==> config.mk <==
export PLATFORM = sky130hd
export DESIGN_NAME = jpeg_mcu_enc
export DESIGN_NICKNAME = d
export VERILOG_FILES = /design/src/rtl/jpeg_mcu_enc.sv
export SDC_FILE = /design/constraint.sdc
export NUM_CORES = 1
export LEC_CHECK = 0
export BUFFER_PORTS_ARGS = -buffer_cell sky130_fd_sc_hd__buf_2
export CAP_MARGIN = 10
export CORE_UTILIZATION = 60
export CTS_CLUSTER_SIZE = 12
export DETAILED_ROUTE_END_ITERATION = 7
export PLACE_DENSITY = 0.81
export REMOVE_ABC_BUFFERS = 1
export SLEW_MARGIN = 20
export SYNTH_ARGS = -nofsm -noshare
export SYNTH_HDL_FRONTEND = slang
export SYNTH_SLANG_ARGS = --single-unit
export TNS_END_PERCENT = 10
==> constraint.sdc <==
create_clock -name clk_i -period 6.46 [get_ports clk_i]
set_input_delay 0.646 -clock clk_i [delete_from_list [all_inputs] [get_ports clk_i]]
set_output_delay 0.646 -clock clk_i [all_outputs]
set_load 0.005 [all_outputs]
==> src/rtl/jpeg_mcu_enc.sv <==
// JPEG baseline entropy encoder: one 8x8 zigzag block -> DC/AC Huffman+amplitude fields.
// Optional JPEG_MCU_ENC_IDX_CHECK_EN adds a sticky error_o for idx/counter mismatches.
module jpeg_mcu_enc #(
    parameter int unsigned COEF_W   = 16,
    parameter int unsigned MAX_SIZE = 11
) (
    input  logic              clk_i,
    input  logic              rst_ni,
    input  logic              img_start_i,
    input  logic              restart_i,
    input  logic              inport_v_i,
    output logic              inport_ready_o,
    input  logic [COEF_W-1:0] inport_data_i,
    input  logic [5:0]        inport_idx_i,
    input  logic [1:0]        inport_type_i,
    output logic              lookup_req_o,
    output logic [1:0]        lookup_table_o,
    output logic [7:0]        lookup_symbol_o,
    input  logic              lookup_valid_i,
    input  logic [15:0]       lookup_code_i,
    input  logic [4:0]        lookup_width_i,
    output logic              v_o,
    input  logic              yumi_i,
    output logic [31:0]       outport_bits_o,
    output logic [5:0]        outport_width_o,
    output logic              outport_last_o
`ifdef JPEG_MCU_ENC_IDX_CHECK_EN
    ,
    output logic              error_o
`endif
);

    localparam int unsigned SIZE_W = 4;
    localparam int unsigned IDX_W  = 6;
    localparam int unsigned BITS_W = 32;
    localparam int unsigned OW_W   = 6;

    typedef enum logic [1:0] {S_IN, S_LOOKUP, S_OUT} state_t;

    state_t state_q, state_d;
    logic   ready_d, req_d, v_d;

    logic [IDX_W-1:0]  coef_cnt_q;
    logic [IDX_W-1:0]  run_q;
    logic [1:0]        zrl_q;
    logic              cx_q;
    logic [7:0]        pend_sym_q;
    logic [SIZE_W-1:0] pend_size_q;
    logic [COEF_W-1:0] pend_amp_q;
    logic              pend_last_q;
    logic              pend_sent_q;
    logic [COEF_W-1:0] prev_dc_q [4];

    // Magnitude category: bit length of |v|
    function automatic logic [SIZE_W-1:0] size_of(input logic [COEF_W-1:0] v);
        logic [COEF_W-1:0] mag;
        logic [SIZE_W-1:0] s;
        mag = v[COEF_W-1] ? COEF_W'(-v) : v;
        s   = '0;
        for (int unsigned i = 0; i < MAX_SIZE; i++) begin
            if (mag[i]) s = SIZE_W'(i + 1);
        end
        return s;
    endfunction

    // Amplitude bits: v for positive values, v-1 (ones' complement) for negative
    function automatic logic [COEF_W-1:0] amp_of(input logic [COEF_W-1:0] v,
                                                 input logic [SIZE_W-1:0] sz);
        logic [COEF_W-1:0] a;
        logic [COEF_W-1:0] mask;
        a    = v[COEF_W-1] ? COEF_W'(v - COEF_W'(1)) : v;
        mask = COEF_W'((COEF_W'(1) << sz) - COEF_W'(1));
        return a & mask;
    endfunction

    logic              xfer, is_dc, is_end, coef_zero, in_go, issue_zrl;
    logic [COEF_W-1:0] prev_sel, diff, coef_val, coef_amp;
    logic [SIZE_W-1:0] coef_size;
    logic [1:0]        in_zrl;
    logic [7:0]        in_sym;
    logic [BITS_W-1:0] lk_bits;
    logic [OW_W-1:0]   lk_width;

    // Input-side symbol formation for the coefficient presented this cycle
    always_comb begin
        xfer      = inport_v_i & inport_ready_o;
        is_dc     = (coef_cnt_q == '0);
        is_end    = (coef_cnt_q == IDX_W'(63));
        coef_zero = (inport_data_i == '0);
        prev_sel  = restart_i ? '0 : prev_dc_q[inport_type_i];
        diff      = COEF_W'(inport_data_i - prev_sel);
        coef_val  = is_dc ? diff : inport_data_i;
        coef_size = size_of(coef_val);
        coef_amp  = amp_of(coef_val, coef_size);
        in_go     = xfer & (is_dc | ~coef_zero | is_end);
        in_zrl    = (is_dc | coef_zero) ? 2'd0 : run_q[5:4];
        if (is_dc)          in_sym = {4'h0, coef_size};
        else if (coef_zero) in_sym = 8'h00;
        else                in_sym = {run_q[3:0], coef_size};
    end

    // Lookup-result formatting: ZRL fields carry no amplitude
    always_comb begin
        issue_zrl = (zrl_q != 2'd0);
        if (issue_zrl) begin
            lk_bits  = BITS_W'(lookup_code_i);
            lk_width = OW_W'(lookup_width_i);
        end else begin
            lk_bits  = (BITS_W'(lookup_code_i) << pend_size_q) | BITS_W'(pend_amp_q);
            lk_width = OW_W'(lookup_width_i) + OW_W'(pend_size_q);
        end
    end

    always_ff @(posedge clk_i or negedge rst_ni) begin
        if (!rst_ni) state_q <= S_IN;
        else         state_q <= state_d;
    end

    always_comb begin
        state_d = state_q;
        ready_d = 1'b0;
        req_d   = 1'b0;
        v_d     = 1'b0;
        case (state_q)
            S_IN:     if (in_go)          state_d = S_LOOKUP;
            S_LOOKUP: if (lookup_valid_i) state_d = S_OUT;
            S_OUT:    if (yumi_i)         state_d = pend_sent_q ? S_IN : S_LOOKUP;
            default:                      state_d = S_IN;
        endcase
        if (img_start_i) state_d = S_IN;
        ready_d = (state_d == S_IN);
        req_d   = (state_d == S_LOOKUP);
        v_d     = (state_d == S_OUT);
    end

    always_ff @(posedge clk_i or negedge rst_ni) begin
        if (!rst_ni) begin
            inport_ready_o <= 1'b0;
            lookup_req_o   <= 1'b0;
            v_o            <= 1'b0;
        end else begin
            inport_ready_o <= ready_d;
            lookup_req_o   <= req_d;
            v_o            <= v_d;
        end
    end

    // Block datapath: position/run tracking, predictors, pending symbol and output field
    always_ff @(posedge clk_i or negedge rst_ni) begin
        if (!rst_ni) begin
            coef_cnt_q      <= '0;
            run_q           <= '0;
            zrl_q           <= '0;
            cx_q            <= 1'b0;
            pend_sym_q      <= '0;
            pend_size_q     <= '0;
            pend_amp_q      <= '0;
            pend_last_q     <= 1'b0;
            pend_sent_q     <= 1'b0;
            lookup_table_o  <= '0;
            lookup_symbol_o <= '0;
            outport_bits_o  <= '0;
            outport_width_o <= '0;
            outport_last_o  <= 1'b0;
            for (int i = 0; i < 4; i++) prev_dc_q[i] <= '0;
`ifdef JPEG_MCU_ENC_IDX_CHECK_EN
            error_o         <= 1'b0;
`endif
        end else if (img_start_i) begin
            coef_cnt_q  <= '0;
            run_q       <= '0;
            zrl_q       <= '0;
            pend_sent_q <= 1'b0;
            for (int i = 0; i < 4; i++) prev_dc_q[i] <= '0;
`ifdef JPEG_MCU_ENC_IDX_CHECK_EN
            error_o     <= 1'b0;
`endif
        end else begin
            if (restart_i) begin
                for (int i = 0; i < 4; i++) prev_dc_q[i] <= '0;
            end
            if (xfer) begin
                coef_cnt_q <= coef_cnt_q + IDX_W'(1);
                run_q      <= (!is_dc && coef_zero && !is_end) ? run_q + IDX_W'(1) : '0;
                if (is_dc) begin
                    cx_q                      <= (inport_type_i != 2'd0);
                    prev_dc_q[inport_type_i]  <= inport_data_i;
                end
`ifdef JPEG_MCU_ENC_IDX_CHECK_EN
                if (inport_idx_i != coef_cnt_q) error_o <= 1'b1;
`endif
            end
            if (in_go) begin
                zrl_q           <= in_zrl;
                pend_sym_q      <= in_sym;
                pend_size_q     <= coef_size;
                pend_amp_q      <= coef_amp;
                pend_last_q     <= is_end;
                pend_sent_q     <= 1'b0;
                lookup_table_o  <= {is_dc ? (inport_type_i != 2'd0) : cx_q, ~is_dc};
                lookup_symbol_o <= (in_zrl != 2'd0) ? 8'hF0 : in_sym;
            end
            if (state_q == S_LOOKUP && lookup_valid_i) begin
                outport_bits_o  <= lk_bits;
                outport_width_o <= lk_width;
                outport_last_o  <= ~issue_zrl & pend_last_q;
                if (issue_zrl) zrl_q       <= zrl_q - 2'd1;
                else           pend_sent_q <= 1'b1;
            end
            if (state_q == S_OUT && yumi_i && !pend_sent_q) begin
                lookup_symbol_o <= issue_zrl ? 8'hF0 : pend_sym_q;
            end
        end
    end

`ifndef JPEG_MCU_ENC_IDX_CHECK_EN
    // Position comes from the internal counter only
    logic idx_unused;
    assign idx_unused = ^inport_idx_i;
`endif

endmodule

* Word level (Yosys, flattened, before mapping)
Index checks and enable logic that the tools add are counted.
Cells by class: bitwise logic cells 13, add/subtract/negate cells 8, shift-type cells 2, muxes and demuxes 55, equality and inequality tests 5, magnitude comparators 2, reductions and logical operators 22
Operators with widths (number):
- $mux W64 | 5
- $mux W16 | 6
- $bwmux W64 | 1
- $mux W8 | 6
- $mux W6 | 6
- $bmux W16 S2 | 1
- $demux W16 S2 | 1
- $mux W32 | 1
- $or A32 B16 Y32 | 1
- $shl A16 B4 Y32 | 1
- $mux W4 | 7
- $mux W2 | 11
- $and A16 B16 Y16 | 1
- $logic_not A16 Y1 | 1
- $shl A1 B4 Y16 const A | 1
- $sub A16 B1 Y16 const B | 1
- $sub A16 B16 Y16 | 1
- $sub A16 B2 Y16 const B | 1
- $add A6 B1 Y6 const B | 2
- $mux W11 | 1
- $neg A11 Y11 | 1
- $reduce_bool A2 Y1 | 5
- $reduce_and A2 Y1 | 4
- $mux W1 | 7
- 17 further kinds | 34
Storage, ports and cells: input port bits 52, logic and storage cells 129, bits in registers 163

* Logic depth before layout (Yosys ltp)
Gate-level depths: netlist of run 1.
depth in word-level cells 25, gate-level depth with buffers 23, mapped depth without buffers 20

* Least setup slack after synthesis of run 1
No wires, ideal clock.
path kind input-to-reg, start input inport_type_i[0], end register pend_amp_q[8], arrival 5.830 ns, slack 0.527 ns, buffers on the path 2, required time 6.357 ns, library setup time 0.103 ns, stages 20, path through buf_1 buf_1 mux4_2 nand2_1 ha_1 a211o_1 o211ai_1 o311ai_0 or3_4 a211oi_4 nor2_2 or4_4 a2bb2oi_4 o31ai_1 nand3b_1 ha_1 nand2b_1 nor4b_1 a221oi_1 o41ai_2
On the way: word-level cells in the longest chain between the ends 23, elaborated cells on any way between the ends 25, those cells by class 4 x add/sub; 1 x shift; 18 x mux; 2 x bitwise
RTL lines:
- from (decl) | line 15 | input logic [1:0] inport_type_i,
- $not A2 Y3 (not written as such) * | line 90 | prev_sel = restart_i ? '0 : prev_dc_q[inport_type_i];
- $bmux W16 S2 * | line 90
- $mux W16 (not written as such) * (2 in a row) | line 90
- $mux W16 * | line 90
- $sub A16 B16 Y16 * | line 91 | diff = COEF_W'(inport_data_i - prev_sel);
- $mux W16 * | line 92 | coef_val = is_dc ? diff : inport_data_i;
- $neg A11 Y11 | line 58 | mag = v[COEF_W-1] ? COEF_W'(-v) : v;
- $mux W11 | line 58
- $mux W1 | line 61 | if (mag[i]) s = SIZE_W'(i + 1);
- $mux W2 (2 in a row) | line 61
- $mux W3 | line 61
- $mux W4 (7 in a row) | line 61
- $shl A1 B4 Y16 | line 72 | mask = COEF_W'((COEF_W'(1) << sz) - COEF_W'(1));
- $sub A16 B2 Y16 | line 72
- $and A16 B16 Y16 * | line 73 | return a & mask;
- to (signal assigned) | line 197 | pend_amp_q <= coef_amp;
- to (decl) | line 49 | logic [COEF_W-1:0] pend_amp_q;
Mark *: on every way between the ends. The rest lies on a longest branch, timed or not. The select of a mux whose other input is x is not followed. A chain may end at the register's enable or synchronous reset.

* Final worst setup path of run 1
Same ends and word-level chain as after synthesis.

==> qor.yml, run 1 <==
run_status:
  status: "finished clean"
logic_synthesis:
  synthSimpleGateAreaFrac_pct: 21.16
  synthDistinctLibCells: 88
  yosysSeqAreaShare_pct: 39.70
  ys_warn_count: 0
  syn_area_per_cell_um2: 8.965
  syn-instance-count: 1139
  synthMuxAreaShare_pct: 7.156
  synth-edff-count: 0
  netlist_area_mm2: 0.01021
  synth_top_family_by_area: "compound AO/OA/AOI/OAI gates"
  synth_compound_area_share_pct: 22.53
  synthAdderAreaFrac_pct: 3.333
  synth_top_flop_cell: "dfrtp_1"
  ys_ff_latch: 162
  synth_xor_xnor_area_share_pct: 2.831
  async_flop_share_pct: 100.0
finish:
  area_growth_pct: 12.76
  n_fill_cell: 1281
  drive_above_1_share_pct: 16.79
  layout.nets: 1286
  final_cells: 1441
  antenna_cells: 0
  postLayoutCellArea_mm2: 0.01151
critical_path:
  critPathMaxStageDelay_ps: 540
  r2r_cells: 21
  r2r_start: "prev_dc_q[0]"
  endpoint: "pend_amp_q[8]"
  arrival_ps: 5960
  cp-start-kind: "input port"
  r2r_end: "pend_amp_q[8]"
  critPathKind: "input port to flip-flop"
  rrSetupSlack_ps: 1000
  required_ps: 6790
  worst_path_max_delay_cell: "mux4_2"
  cp_cell_sequence: "buf_2, buf_4, mux4_2, nand2_1, fa_1, mux2i_1, ha_1, nor4b_1, a21oi_1, nor2_1, a2111oi_0, or4_4, a2bb2oi_4, o31ai_1, buf_4, nand3b_1, ha_1, nand2b_1, nor4b_1, a221oi_1, o41ai_2"
  critPathLaunch: "inport_type_i[0]"
  endpoint_kind: "flip-flop"
  crit_fanout: 15
cts:
  htreeDepth: 4
  clkTransAtPathRegs_ps: 70
  clock-sinks: 162
  cts-root-buf: "clkbuf_16"
  cts_resized: 0
  ctsHoldBuffers: 0
  clockBufferDepth: 2
  cts_tree: "built"
  post_cts_buffers: 0
  cts_buffers: 17
  clk_latency_ps: 430
route:
  drc_errors: 0
  vias: 9086
  dr.pass1.iters: 8
  wl_per_cell_um: 18.00
  met2_length_mm: 12.67
  top_layer: "met4"
  dr_wl_met3_mm: 1.444
  drt_iter0_markers: 663
  wl_met1_mm: 11.18
  wirelength_mm: 25.93
  viasPerCell: 6.305
  ant_nets: 0
floorplanning:
  core_region_area_mm2: 0.01658
  dieArea_mm2: 0.01754
  die_w_um: 132.5
  initial_core_util_pct: 61.57
  chipHeight_um: 132.5
  core.rowCount: 47
  top_level_ports: 104
global_route:
  grt_pass1_wl_mm: 43.17
  track_usage_pct: 30.63
  grt_max_degree: 105
  grt_pass1_vias: 8700
  antenna_found_initial: 0
  grt-ovfl-total: 0
timing:
  finalClockSkew_ps: 8.086
  fin_ws_ps: 828.2
  setup_viol: 0
  final.period_utilization_pct: 87.18
  worst_slew_pin_slew_ps: 1140
  period_needed_ps: 5632
  finalHoldWorstSlack_ps: 334.7
  maxSlewViolCount: 0
  max_freq_mhz: 177.6
  tns_ps: 0
  rsz0062_at_grt: "no"
  hold_viol: 0
  slew_headroom_pct: 23.42
pwr:
  pwr_density_cell_mw_per_mm2: 306.3
  ir_drop_v: 0.0002090
  p_leak_uw: 0.005106
placement:
  gp_congestion: 0.9443
  numPortBuffers: 96
  pre_cts_ws_ps: 442.9
  placed_cell_area_mm2: 0.01088
  dp_hpwl_mm: 18.18
  place.detailed.instances: 1409
run:
  drv_cap: 0
min_path:
  hp-class: "input port to asynchronous set/reset pin"
registers in the layout, indices dropped and copies added (netlist names):
signal / flops
inport_ready_o: 1
outport_bits_o: 31
pend_sent_q: 1
outport_width_o: 6
coef_cnt_q: 6
pend_size_q: 4
cx_q: 1
pend_sym_q: 8
outport_last_o: 1
v_o: 1
lookup_table_o: 2
run_q: 6
pend_last_q: 1
lookup_symbol_o: 8
zrl_q: 2
pend_amp_q: 16
state_q: 2
prev_dc_q: 64
lookup_req_o: 1
cell usage in the layout (no fill, tap or decap), drive strengths merged, types with 18 or more instances in the layout:
master,netlist,layout
nor3b,35,35
xnor2,20,20
a21oi,106,106
o21ai,67,67
mux2i,22,22
o31ai,22,22
nor3,36,36
nor2,130,130
dfrtp,162,162
ha,24,24
inv,14,21
clkbuf,51,18
buf,18,119
nand2,140,140
mux4,18,18
a22o,39,39
cells by family (layout without fill, tap and decap cells):
family                   count (synthesis)  count (layout)
AND/OR/NAND/NOR                        448             448
AO/OA/AOI/OAI                          336             336
flip-flops                             162             162
buffers and inverters                   84             166
multiplexers                            49              49
XOR/XNOR                                33              33
adder cells (fa/ha/maj)                 26              26
other                                    1               1
critical path, delay by kind of cell:
kind	cells	cell delay [ps]
and+or+nand+nor	7	1810
AOI/OAI and AO/OA	6	1080
adders and majority gates	3	930
muxes	2	750
buffers and inverters	3	740
how the worst min path moves through the flow:
stage	start	to	slack, ps	depth (start not counted)
after floorplan	rst_ni	coef_cnt_q[0]	350	0
after global placement	outport_bits_o[5]	outport_bits_o[5]	460	2
after detailed placement	pend_sym_q[0]	pend_sym_q[0]	460	1
after CTS	rst_ni	outport_width_o[5]	360	1
after global routing	rst_ni	outport_width_o[5]	360	1
final	rst_ni	outport_width_o[4]	330	1
cells in the mapped netlist, types with 6 or more instances:
cell type | count | area, µm²
a211oi_1 | 8 | 60.06
a21o_1 | 12 | 90.09
or3_1 | 8 | 50.05
buf_1 | 11 | 41.29
a211o_1 | 6 | 52.55
xnor2_1 | 20 | 175.2
a21oi_1 | 105 | 525.5
and2_1 | 14 | 87.58
inv_1 | 14 | 52.55
nand4_1 | 7 | 43.79
mux2i_1 | 21 | 210.2
mux4_2 | 18 | 405.4
nor2_1 | 129 | 484.2
and3_1 | 11 | 68.82
a22o_1 | 39 | 341.6
nand2b_1 | 9 | 56.30
xor2_1 | 13 | 113.9
dfrtp_1 | 162 | 4054
nor4_1 | 9 | 56.30
or2_2 | 6 | 37.54
nand3_1 | 16 | 80.08
o211ai_1 | 6 | 45.04
mux2_2 | 9 | 101.4
clkbuf_1 | 51 | 191.4
nand2_1 | 140 | 525.5
o31ai_1 | 22 | 165.2
nor2b_1 | 11 | 68.82
o21ai_0 | 65 | 325.3
nor3_1 | 34 | 170.2
nor3b_1 | 35 | 262.8
ha_1 | 24 | 300.3
final cells by class:
type	instances	area, µm²	area share, %
clock inverters	14	196.4	1.706
flip-flops and latches	162	4054	35.21
clock buffers	18	429.2	3.727
well taps	220	275.3	2.391
repair buffers	119	659.4	5.727
inverters	15	56.30	0.4890
multi-input cells	893	5843	50.75
metrics by stage:
stage | total power (µW) | util (%)
2_1_floorplan | 2028 | -
3_3_place_gp | 2408 | 65.63
3_5_place_dp | 2439 | 65.63
4_1_cts | 3525 | 69.40
5_1_grt | 3730 | 69.43
6_report | 3527 | 69.43
metal layers:
| metal | up-vias | track usage, % |
|---|---|---|
| li1 | 4312 | - |
| met5 | - | 0 |
| met4 | 0 | 11.37 |
| met1 | 4323 | 41.02 |
| met3 | 55 | 4.866 |
| met2 | 396 | 50.47 |
power by group:
part           switching (µW)  internal (µW)  total (µW)
registers                 108           1180        1290
logic                     669            485        1150
clock network             459            625        1080
total                    1240           2290        3530
(Power assumes the default switching activity.)
==> inputs of run 2 (changes only) <==
CAP_MARGIN = 5   (was 10)
PLACE_DENSITY = 0.83   (was 0.81)
RECOVER_POWER = 25   (was unset)
==> run 2 against run 1 <==
Compared with the run above: the run now ends with max-capacitance violations, max-slew violations left; hold slack gained 130 ps; first-iteration DRC count decreased by 5.1%; register-to-register slack worse by 200 ps; clock skew rose by 2.1 ps; total power decreased by 3.9%; wire length decreased by 1.1%; clock-buffer cell count did not move; largest power group unchanged; largest cell class unchanged; global-route usage shrank 0.17 points; flip-flop and latch count unchanged; critical path type unchanged; non-clock buffer count unchanged; cell area is 0.75% lower; sequential power about the same.
==> qor.yml, run 2 (synthesized netlist as in run 1, its figures left out) <==
finish:
  regMostFlops: "prev_dc_q"  # unchanged
  drive_above_1_share_pct: 16.63  # was 16.79%
  largest_reg_flops: 64  # unchanged
  layout_commonest_cell: "dfrtp_1"  # unchanged
  layout.nets: 1286  # unchanged
  final_cell_mix: "dfrtp_1, nand2_1, nor2_1"  # unchanged
  antenna_cells: 0  # unchanged
  area_growth_pct: 11.91  # was 12.76%
  top_regs: "prev_dc_q x64, outport_bits_o x31, pend_amp_q x16"  # unchanged
  n_fill_cell: 1311  # was 1281
floorplanning:
  core.rowCount: 47  # unchanged
  initial_core_util_pct: 61.57  # unchanged
  core_region_area_mm2: 0.01658  # unchanged
  die_w_um: 132.5  # unchanged
  top_level_ports: 104  # unchanged
  chipHeight_um: 132.5  # unchanged
  dieArea_mm2: 0.01754  # unchanged
timing:
  max_freq_mhz: 172.5  # was 177.6 MHz
  worst_slew_pin_slew_ps: 5260  # was 1140 ps
  tns_ps: 0  # unchanged
  final.period_utilization_pct: 89.71  # was 87.18%
  finalHoldWorstSlack_ps: 468.0  # was 334.7 ps
  maxSlewViolCount: 102  # was 0
  slew_headroom_pct: -250.7  # was 23.42%
  period_needed_ps: 5796  # was 5632 ps
  rsz0062_at_grt: "no"  # unchanged
  finalClockSkew_ps: 10.19  # was 8.086 ps
  setup_viol: 0  # unchanged
  hold_viol: 0  # unchanged
critical_path:
  endpoint_kind: "flip-flop"  # unchanged
  critPathMaxStageDelay_ps: 530  # was 540 ps
  cp_cell_sequence: "buf_2, mux4_2, and2_1, ha_1, inv_1, fa_1, mux2i_1, ha_1, nor4b_1, a21oi_1, nor2_1, a22o_1, a32oi_2, o21bai_2, nor2b_1, nand3_1, ha_1, nand2b_1, nor4b_1, a221oi_1, o41ai_2"  # was buf_2, buf_4, mux4_2, nand2_1, fa_1, mux2i_1, ha_1, nor4b_1, a21oi_1, nor2_1, a2111oi_0, or4_4, a2bb2oi_4, o31ai_1, buf_4, nand3b_1, ha_1, nand2b_1, nor4b_1, a221oi_1, o41ai_2
  required_ps: 6800  # was 6790 ps
  cp-start-kind: "input port"  # unchanged
  crit_fanout: 8  # was 15
  r2r_start: "prev_dc_q[48]"  # was prev_dc_q[0]
  critPathKind: "input port to flip-flop"  # unchanged
  critPathLaunch: "inport_type_i[0]"  # unchanged
  worst_path_max_delay_cell: "mux4_2"  # unchanged
  path_common_cell: "ha_1"
  arrival_ps: 6130  # was 5960 ps
cts:
  cts_tree: "built"  # unchanged
  clk_latency_ps: 440  # was 430 ps
  ctsHoldBuffers: 0  # unchanged
  clkTransAtPathRegs_ps: 70  # about the same
  cts_resized: 0  # unchanged
  post_cts_buffers: 0  # unchanged
  clock-sinks: 162  # unchanged
  cts-root-buf: "clkbuf_16"  # unchanged
  htreeDepth: 4  # unchanged
  cts_buffers: 17  # unchanged
  clockBufferDepth: 2  # unchanged
route:
  ant_nets: 0  # unchanged
  dr.pass1.iters: 7  # was 8
  drt_iter0_markers: 629  # was 663
  drc_errors: 0  # unchanged
  wl_per_cell_um: 17.79  # was 18.00 µm
  wirelength_mm: 25.64  # was 25.93 mm
  vias: 9131  # was 9086
  viasPerCell: 6.337  # was 6.305
min_path:
  hp-class: "flip-flop to flip-flop"  # was input port to asynchronous set/reset pin
  min-delay-start: "outport_bits_o[8]"
placement:
  gp_congestion: 0.9430  # was 0.9443
  dp_hpwl_mm: 18.11  # was 18.18 mm
  numPortBuffers: 96  # unchanged
global_route:
  grt_max_degree: 102  # was 105
  top_usage_layer: "met2"  # unchanged
  globalRouteMet2Util_pct: 51.67  # was 50.47%
  gr-usage-met3_pct: 4.023  # was 4.866%
  grt.met1_usage_pct: 39.92  # was 41.02%
  antenna_found_initial: 0  # unchanged
  grt_pass1_wl_mm: 42.89  # was 43.17 mm
  grt_pass1_vias: 8706  # was 8700
  track_usage_pct: 30.46  # was 30.63%
  grt-ovfl-total: 0  # unchanged
run_status:
  status: "finished, violations left"  # was finished clean
  violations: "max-capacitance violations, max-slew violations"
pwr:
  ir_drop_v: 0.0002217  # was 0.0002090 V
  pwr_density_cell_mw_per_mm2: 296.6  # was 306.3 mW/mm²
  p_leak_uw: 0.005067  # was 0.005106 µW
run:
  drv_cap: 1  # was 0
==> run 2: cell types whose count changed in the layout (fill, tap and decap cells not counted), sizes merged <==
cell / previous run / this run
bufinv: 3 / 0
clkbuf: 18 / 19
buf: 119 / 118
inv: 21 / 19
clkinv: 4 / 9
==> run 2: metrics by stage <==
stage                     area, µm²  std cells  setup slack [ps]  util (%)  power (µW)
after global routing          11430       1441             262.3     68.91        3585
final                         11430       1441             664.5     68.91        3389
after global placement        10880       1409             444.8     65.60        2401
after floorplan                9936       1070              1132         -        2028
after detailed placement      10880       1409             369.8     65.60        2435
after CTS                     11430       1441             789.3     68.92        3391
==> run 2: final cells by class <==
cell class	instances	area, µm²	area share (%)
Timing Repair Buffer	119	651.9	5.705
Multi-Input combinational cell	893	5838	51.09
Sequential cell	162	4054	35.48
Clock buffer	18	429.2	3.756
Inverter	15	56.30	0.4927
Clock inverter	14	122.6	1.073
Tap cell	220	275.3	2.409
==> run 2: worst paths after layout <==
check	endpoint	slack, ps	depth (start not counted)
min	outport_bits_o[8]	470	2
min reg2reg	outport_bits_o[8]	470	2
max	pend_amp_q[8]	660	21
min in group asynchronous	outport_width_o[5]	2080	1
max reg2reg	pend_amp_q[8]	800	20
max in group asynchronous	outport_bits_o[4]	1350	1
==> run 2: layer usage <==
metal,wire [µm],share of wire (%)
met5,0,0
met4,616,2.4
met3,1595,6.2
met2,12540,49
met1,10880,42
==> run 2: worst max-delay path: cells and delay by family <==
kind,cells,cell delay [ps]
simple gates,7,1980
buf+inv,2,310
fa+ha+maj,4,1190
compound gates,6,1250
mux,2,740
==> run 2: where the power goes <==
group | internal [µW] | switching, µW | total (µW)
combinational | 480 | 646 | 1130
clock | 503 | 453 | 956
sequential | 1180 | 125 | 1310
